## config.mk

```make
export PLATFORM = sky130hd
export DESIGN_NAME = proc_control
export DESIGN_NICKNAME = d
export VERILOG_FILES = /design/src/rtl/proc_pkg.sv /design/src/rtl/proc_control_dec3to8.sv /design/src/rtl/proc_control.sv
export SDC_FILE = /design/constraint.sdc
export NUM_CORES = 1
export LEC_CHECK = 0
export CORE_MARGIN = 10
export CORE_UTILIZATION = 44
export DETAILED_ROUTE_END_ITERATION = 8
export PLACE_DENSITY = 0.89
export REMOVE_ABC_BUFFERS = 1
export SLEW_MARGIN = 30
export SYNTH_ARGS = -nofsm -noshare
export SYNTH_HDL_FRONTEND = slang
export SYNTH_SLANG_ARGS = --single-unit
```

## constraint.sdc

```tcl
create_clock -name Clock -period 2.5 [get_ports Clock]
set_clock_uncertainty 0.15 [all_clocks]
set_input_delay 0.25 -clock Clock [delete_from_list [all_inputs] [get_ports Clock]]
set_output_delay 0.25 -clock Clock [all_outputs]
set_load 0.1 [all_outputs]
```

## src/rtl/proc_pkg.sv

```systemverilog
// Shared definitions for the processor control path: opcodes, ALU codes,
// FSM state encoding and default register-file geometry.
package proc_pkg;

    localparam int unsigned NREG_DEF   = 8;
    localparam int unsigned PC_IDX_DEF = 7;
    localparam int unsigned IR_W_DEF   = 9;

    localparam logic [2:0] OP_MV   = 3'b000;
    localparam logic [2:0] OP_MVI  = 3'b001;
    localparam logic [2:0] OP_ADD  = 3'b010;
    localparam logic [2:0] OP_SUB  = 3'b011;
    localparam logic [2:0] OP_LD   = 3'b100;
    localparam logic [2:0] OP_ST   = 3'b101;
    localparam logic [2:0] OP_MVNZ = 3'b110;
    localparam logic [2:0] OP_AND  = 3'b111;

    localparam logic [1:0] ALU_ADD = 2'b00;
    localparam logic [1:0] ALU_SUB = 2'b01;
    localparam logic [1:0] ALU_AND = 2'b10;

    typedef enum logic [2:0] {
        S_T0,
        S_T1,
        S_T2,
        S_E1,
        S_E2,
        S_E3
    } state_t;

endpackage

```

## src/rtl/proc_control_dec3to8.sv

```systemverilog
// 3-bit register index to 8-bit one-hot select, used for the X and Y fields.
module dec3to8 (
    input  logic [2:0] w,
    output logic [7:0] y
);

    always_comb begin
        y    = '0;
        y[w] = 1'b1;
    end

endmodule

```

## src/rtl/proc_control.sv

```systemverilog
// Multi-cycle fetch/execute sequencer for the 8-register processor; every
// strobe is decoded combinationally from the current step and the IR fields.
module proc_control
    import proc_pkg::*;
#(
    parameter int unsigned NREG   = NREG_DEF,
    parameter int unsigned PC_IDX = PC_IDX_DEF,
    parameter int unsigned IR_W   = IR_W_DEF
) (
    input  logic            Clock,
    input  logic            Resetn,
    input  logic            Run,
    input  logic [IR_W-1:0] IR,
    input  logic            Gnz,
    output logic [NREG-1:0] Rin,
    output logic [NREG-1:0] Rout,
    output logic            Gout,
    output logic            DINout,
    output logic            IRin,
    output logic            Ain,
    output logic            Gin,
    output logic [1:0]      alu_op,
    output logic            ADDRin,
    output logic            DOUTin,
    output logic            W_D,
    output logic            incr_pc,
    output logic            Done
);

    state_t     state, state_nx;
    logic [2:0] op;
    logic [7:0] xsel, ysel;

    assign op = IR[IR_W-1 -: 3];

    dec3to8 u_decx (.w(IR[IR_W-4 -: 3]), .y(xsel));
    dec3to8 u_decy (.w(IR[2:0]),         .y(ysel));

    always_ff @(posedge Clock or negedge Resetn) begin
        if (!Resetn) state <= S_T0;
        else         state <= state_nx;
    end

    always_comb begin
        state_nx = state;
        Rin      = '0;
        Rout     = '0;
        Gout     = 1'b0;
        DINout   = 1'b0;
        IRin     = 1'b0;
        Ain      = 1'b0;
        Gin      = 1'b0;
        alu_op   = ALU_ADD;
        ADDRin   = 1'b0;
        DOUTin   = 1'b0;
        W_D      = 1'b0;
        incr_pc  = 1'b0;
        Done     = 1'b0;
        // Outputs are gated by Resetn as well as state so T0+Run cannot leak a fetch during reset.
        if (Resetn) begin
            case (state)
                S_T0: if (Run) begin
                    Rout[PC_IDX] = 1'b1;
                    ADDRin       = 1'b1;
                    state_nx     = S_T1;
                end
                S_T1: begin
                    incr_pc  = 1'b1;
                    state_nx = S_T2;
                end
                S_T2: begin
                    IRin     = 1'b1;
                    state_nx = S_E1;
                end
                S_E1: begin
                    state_nx = S_E2;
                    case (op)
                        OP_MV: begin
                            Rout = ysel; Rin = xsel; Done = 1'b1; state_nx = S_T0;
                        end
                        OP_MVI: begin
                            Rout[PC_IDX] = 1'b1; ADDRin = 1'b1;
                        end
                        OP_ADD, OP_SUB, OP_AND: begin
                            Rout = xsel; Ain = 1'b1;
                        end
                        OP_LD, OP_ST: begin
                            Rout = ysel; ADDRin = 1'b1;
                        end
                        default: begin
                            if (Gnz) begin
                                Rout = ysel; Rin = xsel;
                            end
                            Done = 1'b1; state_nx = S_T0;
                        end
                    endcase
                end
                S_E2: begin
                    state_nx = S_E3;
                    case (op)
                        OP_MVI: incr_pc = 1'b1;
                        OP_ADD: begin Rout = ysel; Gin = 1'b1; alu_op = ALU_ADD; end
                        OP_SUB: begin Rout = ysel; Gin = 1'b1; alu_op = ALU_SUB; end
                        OP_AND: begin Rout = ysel; Gin = 1'b1; alu_op = ALU_AND; end
                        OP_LD:  ;
                        OP_ST: begin
                            Rout = xsel; DOUTin = 1'b1; W_D = 1'b1; Done = 1'b1;
                            state_nx = S_T0;
                        end
                        default: state_nx = S_T0;
                    endcase
                end
                S_E3: begin
                    state_nx = S_T0;
                    case (op)
                        OP_MVI, OP_LD: begin
                            DINout = 1'b1; Rin = xsel; Done = 1'b1;
                        end
                        OP_ADD, OP_SUB, OP_AND: begin
                            Gout = 1'b1; Rin = xsel; Done = 1'b1;
                        end
                        default: ;
                    endcase
                end
                default: state_nx = S_T0;
            endcase
        end
    end

endmodule

```

==> results of run 1 <==
## layer usage
layer  wire [microns]  vias to the layer above
met3             1080                      125
met1             2430                      855
met4              887                        0
met5                0                        -
met2             3440                      271
li1                 -                      723
## synth_stat cells (2+ instances only)
library cell / number
a211o_1: 3
a211oi_1: 5
a21o_1: 2
a21oi_1: 6
a31oi_1: 2
and3_1: 3
buf_2: 6
buf_4: 4
clkbuf_1: 3
dfrtp_1: 3
inv_1: 5
inv_2: 2
mux2_2: 2
nand2_1: 13
nand2b_1: 4
nand3_1: 9
nand3b_1: 3
nand4_1: 2
nand4b_1: 2
nor2_1: 15
nor2b_1: 7
nor3_1: 4
nor3b_1: 4
nor4_1: 3
nor4b_1: 3
o21ai_0: 7
o21ai_2: 2
o2bb2ai_1: 2
o32a_1: 2
xor2_1: 2
## cells by family after synthesis
kind of cell	count (synthesis)	share of synthesized area
flip-flops	3	0.0718
buffers and inverters	21	0.0969
AO/OA/AOI/OAI	42	0.301
AND/OR/NAND/NOR	82	0.482
multiplexers	3	0.0311
XOR/XNOR	2	0.0167
## report_power, final
part	switching, W	internal, W	leakage, nW
sequential	0.0000717	0.0000747	0.0334
combinational	0.000581	0.000399	0.816
clock	0.0000382	0.0000607	0.0150
## stage by stage
step / total power (W) / setup WS (ps) / std cells / utilization
5_1_grt: 0.00124 / -135 / 252 / 0.949
3_5_place_dp: 0.000861 / -109 / 235 / 0.855
2_1_floorplan: 0.000559 / -3030 / 139 / -
3_3_place_gp: 0.000819 / 15.5 / 235 / 0.855
6_report: 0.00123 / -173 / 252 / 0.949
4_1_cts: 0.000973 / 7.78 / 239 / 0.869
## critical path: stages, from the launching register on
cell     delay, ps
dfrtp_2        500
buf_4          200
nor2_1         150
nor4b_2        430
o21ai_4        180
nor4_4         320
buf_12         220
## layout make-up
| type | instances | area [sq um] |
|---|---|---|
| clock buffers | 4 | 26.3 |
| fillers | 59 | 114 |
| inverters | 7 | 26.3 |
| multi-input cells | 129 | 941 |
| flip-flops and latches | 3 | 78.8 |
| well taps | 28 | 35.0 |
| repair buffers | 81 | 1010 |
## worst max path at each step
stage	from	slack [ps]	endpoint
6_report	state[2]$_DFFE_PN0P_	-170	Rin[6]
5_1_grt	state[2]$_DFFE_PN0P_	-140	Rin[6]
4_1_cts	state[2]$_DFFE_PN0P_	8	Rout[6]
3_5_place_dp	IR[6]	-110	Rout[6]
3_3_place_gp	IR[6]	20	Rin[6]
2_1_floorplan	state[1]$_DFFE_PN0P_	-3030	DOUTin
## repair_timing
action,CTS,global route
setup buffers,0,12
gates resized for setup,7,14
setup endpoints to repair,17,16
pin swaps,0,7
cloned,0,1
==> summary.md, run 1 <==
| Metric | Value |
|---|---|
| Core ar. | 2230 sq um |
| Initial core utilization | 0.468 |
| Pin count of the biggest net entering global routing | 22 |
| Met3 Use GR | 0.0725 |
| Clock transition at path regs | 40 ps |
| Most flops, register | state |
| Fin worst setup slack | -173 ps |
| Grt met2 use | 0.438 |
| Post-Synthesis Cells | 153 |
| CTS tree | built |
| Ports | 41 |
| Root Buffer | clkbuf_4 |
| Die X | 68.8 microns |
| Max rail drop VDD | 0.000678 V |
| Hold Slack | 125 ps |
| R2R Setup Slk | 600 ps |
| Biggest regs | state x3 |
| Gpl congestion | 1.01 |
| Tmin final | 2670 ps |
| Number of global-route vias before repair | 1663 |
| Largest register FFs | 3 |
| Iter 0 DRT Violations | 452 |
| CTS Sinks | 3 |
| Via Count | 1974 |
| Design Area, Final | 2120 sq um |
| Async set-reset flop share out of synthesis | 1.00 |
| Die height | 68.8 microns |
| Yosys Warn Count | 0 |
| Slew headroom | 0.585 |
| Synth Register Bits | 3 |
| Setup violations, final | 14 |
| CP Launch Type | register |
| Mean Syn Cell Area | 6.84 sq um |
| Total Wirelength | 7830 microns |
| Die area | 4730 sq um |
| Commonest non-fill, non-tap cell in the layout | buf_4 |
| Initial antenna violation count | 0 |
| Most frequent cells in the layout | buf_4 (37), buf_12 (29), nor2_1 (14), nand2_1 (12) |
| Synth top area share | 0.0718 |
| Vias per std cell | 7.83 |
| Setup TNS | -1020 ps |
| Crit. End Element | primary output |
| CP required | 2100 ps |
| Max Cap Viol | 0 |
| Crit Path Category | reg2out |
| Post-DP HPWL | 4080 microns |
| GRT Resource Usage Total | 0.258 |
| Cts hold-fix bufs | 0 |
| Cell taking the most area after synthesis | dfrtp_1 |
| Final hold violations | 0 |
| EDFF count, synth | 0 |
| Layout area overhead | 103% |
| Clk_lat worst skew | 250 ps |
| Tcrit/Tclk final | 1.07 |
| Leakage power | 0.864 nW |
| Seq/Total Area, Yosys | 0.0718 |
| RR Endpoint | state[0]$_DFFE_PN0P_ |
| Grt met1 use | 0.280 |
| Clock buffer count from CTS | 3 |
| Wirelength per Cell | 31.1 microns |
| GR peak layer | met2 |
| HP Class | in2async |
| H-tree depth | 1 |
| Clk buf depth | 2 |
| Final antenna-violating net count | 0 |
| # diodes | 0 |
| Failing checks | DRC, setup timing |
| Placed Area | 1910 sq um |
| Worst-path fanout max | 12 |
| NumNets Final | 238 |
| Share of layout cells above drive strength 1 | 0.438 |
| Cell depth of the worst flop-to-flop path | 5 |
| Count of pins over their slew limit | 0 |
| Synthesized cell area | 1050 sq um |
| Max Clk Rate | 0.374 GHz |
| First-pass GRT wire length | 9060 microns |
| Gr ovfl total | 0 |
| Row Count | 17 |
| Outcome | complete, but fails checks |
| Ys flop type | dfrtp_1 |
| Pwr dens | 578 nW/um^2 |
| Top post-synthesis cells by area | dfrtp_1 (7.2%), nor2_1 (5.4%), nand2_1 (4.7%), nand3_1 (4.3%), nor2b_1 (4.2%) |
| Residual DRC | 1 |
| Post-synth cell types | 53 |
| FF-to-FF Start | state[1]$_DFFE_PN0P_ |
| Router iterations before antenna repair | 9 |
| IO Port Bufs | 40 |
| Worst-margin pin slew | 619 ps |
| Worst Path Arrival | 2270 ps |
(Power assumes the default switching activity.)
==> run 2, diff against run 1 <==
--- a/config.mk
+++ b/config.mk
@@ -5,6 +5,7 @@
 export SDC_FILE = /design/constraint.sdc
 export NUM_CORES = 1
 export LEC_CHECK = 0
+export ABC_CLOCK_PERIOD_IN_PS = 2500
 export CORE_MARGIN = 10
 export CORE_UTILIZATION = 44
 export DETAILED_ROUTE_END_ITERATION = 8
==> results of run 2 <==
Final layout, timing and power as in run 1 (identical DEF).
==> run 3, diff against run 2 <==
--- a/config.mk
+++ b/config.mk
@@ -6,7 +6,7 @@
 export NUM_CORES = 1
 export LEC_CHECK = 0
 export ABC_CLOCK_PERIOD_IN_PS = 2500
-export CORE_MARGIN = 10
+export CAP_MARGIN = 20
 export CORE_UTILIZATION = 44
 export DETAILED_ROUTE_END_ITERATION = 8
 export PLACE_DENSITY = 0.89
==> constraint.sdc (replaced) <==
create_clock -name Clock -period 2.5 [get_ports Clock]
set_clock_uncertainty 0.15 [all_clocks]
set_input_delay 0.5 -clock Clock [delete_from_list [all_inputs] [get_ports Clock]]
set_output_delay 0.5 -clock Clock [all_outputs]
set_load 0.1 [all_outputs]
==> run 3 against run 2 <==
The flow now stops in 4_1_cts. Synthesized area unchanged. Synthesized cell count unchanged.
==> summary.md, run 3 <==
| Metric | Value |
|---|---|
| Initial core utilization | 0.468 (unchanged) |
| Gpl congestion | 1.05 (+4.5%) |
| Async set-reset flop share out of synthesis | 1.00 (unchanged) |
| Synth cell count leaders | nor2_1 (15), nand2_1 (13), nand3_1 (9), nor2b_1 (7), o21ai_0 (7) |
| Die height | 50.8 microns (-26%) |
| Ports | 41 (unchanged) |
| Outcome | aborted with a tool error |
| Yosys Warn Count | 0 (unchanged) |
| IO Port Bufs | 40 (unchanged) |
| Root Buffer | clkbuf_4 |
| Synth Register Bits | 3 (unchanged) |
| Halt point of the flow | 4_1_cts |
| Clk buf depth | 2 (unchanged) |
| Err | [ERROR DPL-0038] Utilization greater than 100%, impossible to legalize |
| CTS Sinks | 3 (unchanged) |
| Seq/Total Area, Yosys | 0.0718 (unchanged) |
| Die X | 50.8 microns (-26%) |
| Post-Synthesis Cells | 153 (unchanged) |
| Row Count | 17 (unchanged) |
| # resized after CTS | 99 (+92) |
| Placed Area | 2140 sq um (+12%) |
| Ys flop type | dfrtp_1 |
| H-tree depth | 1 (unchanged) |
| Cell taking the most area after synthesis | dfrtp_1 |
| Post-synth cell types | 53 (unchanged) |
| Cts hold-fix bufs | 0 (unchanged) |
| Post-CTS Setup Repair Bufs | 15 (+15) |
| Synthesized cell area | 1050 sq um (unchanged) |
| Post-DP HPWL | 5240 microns (+28%) |
| Mean Syn Cell Area | 6.84 sq um (unchanged) |
| Count leader, synth | nor2_1 |
| Clock buffer count from CTS | 3 (unchanged) |
| Top post-synthesis cells by area | dfrtp_1 (7.2%), nor2_1 (5.4%), nand2_1 (4.7%), nand3_1 (4.3%), nor2b_1 (4.2%) |
| Synth top area share | 0.0718 (unchanged) |
| EDFF count, synth | 0 (unchanged) |
==> run 3: metrics by stage <==
stage          cells   util  setup TNS [ps]  worst slack (ps)
3_5_place_dp     267  0.957          -13350              -786
2_1_floorplan    139      -          -24580             -3280
3_3_place_gp     267  0.957           -8760              -470
==> run 3: cells by family after synthesis <==
| kind of cell | synth area share |
|---|---|
| flip-flops | 0.0718 |
| XOR/XNOR | 0.0167 |
| buffers and inverters | 0.0969 |
| multiplexers | 0.0311 |
| AO/OA/AOI/OAI | 0.301 |
| AND/OR/NAND/NOR | 0.482 |
==> run 4, diff against run 3 <==
--- a/config.mk
+++ b/config.mk
@@ -7,9 +7,10 @@
 export LEC_CHECK = 0
 export ABC_CLOCK_PERIOD_IN_PS = 2500
 export CAP_MARGIN = 20
-export CORE_UTILIZATION = 44
+export CORE_AREA = 2 2 63 65
 export DETAILED_ROUTE_END_ITERATION = 8
-export PLACE_DENSITY = 0.89
+export DIE_AREA = 0 0 65 67
+export PLACE_DENSITY_LB_ADDON = 0.15
 export REMOVE_ABC_BUFFERS = 1
 export SLEW_MARGIN = 30
 export SYNTH_ARGS = -nofsm -noshare
==> run 4 against run 3 <==
The flow now finishes, with violations (setup timing).
==> summary.md, run 4 (synthesis gave the netlist of run 1 again) <==
| Metric | Value |
|---|---|
| NumNets Final | 292 |
| IO Port Bufs | 40 (unchanged) |
| Gpl congestion | 0.852 (-19%) |
| Cts hold-fix bufs | 0 (unchanged) |
| Finished Layout Cells | 326 |
| # diodes | 0 |
| Gr ovfl total | 0 |
| Post-DP HPWL | 3620 microns (-31%) |
| H-tree depth | 1 (unchanged) |
| Pin count of the biggest net entering global routing | 15 |
| Tmin final | 2600 ps |
| Initial antenna violation count | 0 |
| Commonest non-fill, non-tap cell in the layout | buf_4 |
| Setup TNS | -1040 ps |
| Max Clk Rate | 0.384 GHz |
| Clock buffer count from CTS | 3 (unchanged) |
| Most frequent cells in the layout | buf_4 (75), buf_12 (29), buf_6 (18), nand2_1 (10), nor2_4 (9) |
| GRT Resource Usage Total | 0.276 |
| Via Count | 1846 |
| Layout area overhead | 184% |
| Worst Path Arrival | 1950 ps |
| Most flops, register | state |
| Count of pins over their slew limit | 0 |
| Residual DRC | 0 |
| Largest register FFs | 3 |
| Fin worst setup slack | -103 ps |
| Slew headroom | 0.790 |
| Worst-path fanout max | 4 |
| CTS tree | built |
| Die X | 65 microns (+28%) |
| Vias per std cell | 5.66 |
| Final antenna-violating net count | 0 |
| Clk buf depth | 2 (unchanged) |
| Router iterations before antenna repair | 4 |
| RSZ-0062 raised after global routing | yes |
| Initial core utilization | 0.290 (-0.178) |
| Worst-margin pin slew | 310 ps |
| Clk_lat worst skew | 230 ps |
| Clock transition at path regs | 40 ps |
| Final hold violations | 0 |
| CP Launch Type | register |
| Root Buffer | clkbuf_8 |
| Leakage power | 1.20 nW |
| Max rail drop VDD | 0.000850 V |
| Outcome | complete, but fails checks |
| Die area | 4360 sq um |
| CTS Sinks | 3 (unchanged) |
| DP Cell Count | 294 (+10%) |
| Biggest regs | state x3 |
| Ports | 41 (unchanged) |
| Core ar. | 3610 sq um |
| CP required | 1850 ps |
| Failing checks | setup timing |
| Setup violations, final | 16 |
| Iter 0 DRT Violations | 123 |
| Number of global-route vias before repair | 1860 |
| Utilization after layout | 0.823 |
| Wirelength per Cell | 19.0 microns |
| Max Cap Viol | 0 |
| Crit. End Element | primary output |
| Total Wirelength | 6180 microns |
| First-pass GRT wire length | 9200 microns |
| Share of layout cells above drive strength 1 | 0.719 |
| Pwr dens | 490 nW/um^2 |
| Die height | 67 microns (+32%) |
| HP Class | in2async |
| Tcrit/Tclk final | 1.04 |
| Crit Path Category | reg2out |
| Row Count | 22 (+5) |
[run 4: area by class of cell]
cell class | instances | area (sq um)
inverter | 7 | 32.5
clock buffer | 4 | 45.0
fill | 208 | 637
multi-input combinational | 129 | 1290
sequential | 3 | 77.6
tap | 48 | 60.1
timing repair buffer | 135 | 1460
[run 4: report_power, final]
group	internal [W]	switching [W]	leakage, nW	total [W]
sequential	0.0000735	0.0000448	0.0346	0.000118
clock	0.000109	0.0000404	0.0228	0.000150
combinational	0.000561	0.000625	1.14	0.00119
total	0.000744	0.000710	1.20	0.00145
[run 4: final timing paths]
check	startpoint	end	slack (ps)	depth (start not counted)
setup / recovery	state[1]$_DFFE_PN0P_	Rout[5]	-100	6
hold / removal	Resetn	state[2]$_DFFE_PN0P_	140	2
setup reg to reg	state[1]$_DFFE_PN0P_	state[2]$_DFFE_PN0P_	650	8
hold reg to reg	state[2]$_DFFE_PN0P_	state[1]$_DFFE_PN0P_	610	2
max in group asynchronous	Resetn	state[0]$_DFFE_PN0P_	1900	2
min in group Clock	Resetn	state[2]$_DFFE_PN0P_	600	3
[run 4: stage by stage]
step	total power [W]	instance area [sq um]	hold slack (ps)	worst slack, ps
after floorplan	0.000559	971	54.4	-3280
after global placement	0.000944	2230	594	-492
after detailed placement	0.000960	2230	617	-533
after CTS	0.00130	2800	251	-87.0
after global routing	0.00151	2970	155	-187
final	0.00145	2970	136	-103
[run 4: routing by layer]
metal / vias up / global-route usage / routed length, microns
li1: 831 / - / -
met1: 895 / 0.300 / 2280
met2: 102 / 0.536 / 3370
met3: 18 / 0.0338 / 365
met4: 0 / 0.112 / 164
met5: - / 0 / 0
[run 4: critical path, cell delays in order (launching register included)]
cell and delay [ps]:
dfrtp_1 400, buf_4 140, nand4bb_4 190, or3_4 400
o32a_1 310, o21ai_2 90, buf_12 190
[run 4: timing repair]
action | 4_1_cts | 5_1_grt
buffers inserted | 25 | 5
resized for setup | 106 | 36
pin swaps | 22 | 25
cloned | 0 | 0
setup endpoints to repair | 28 | 21
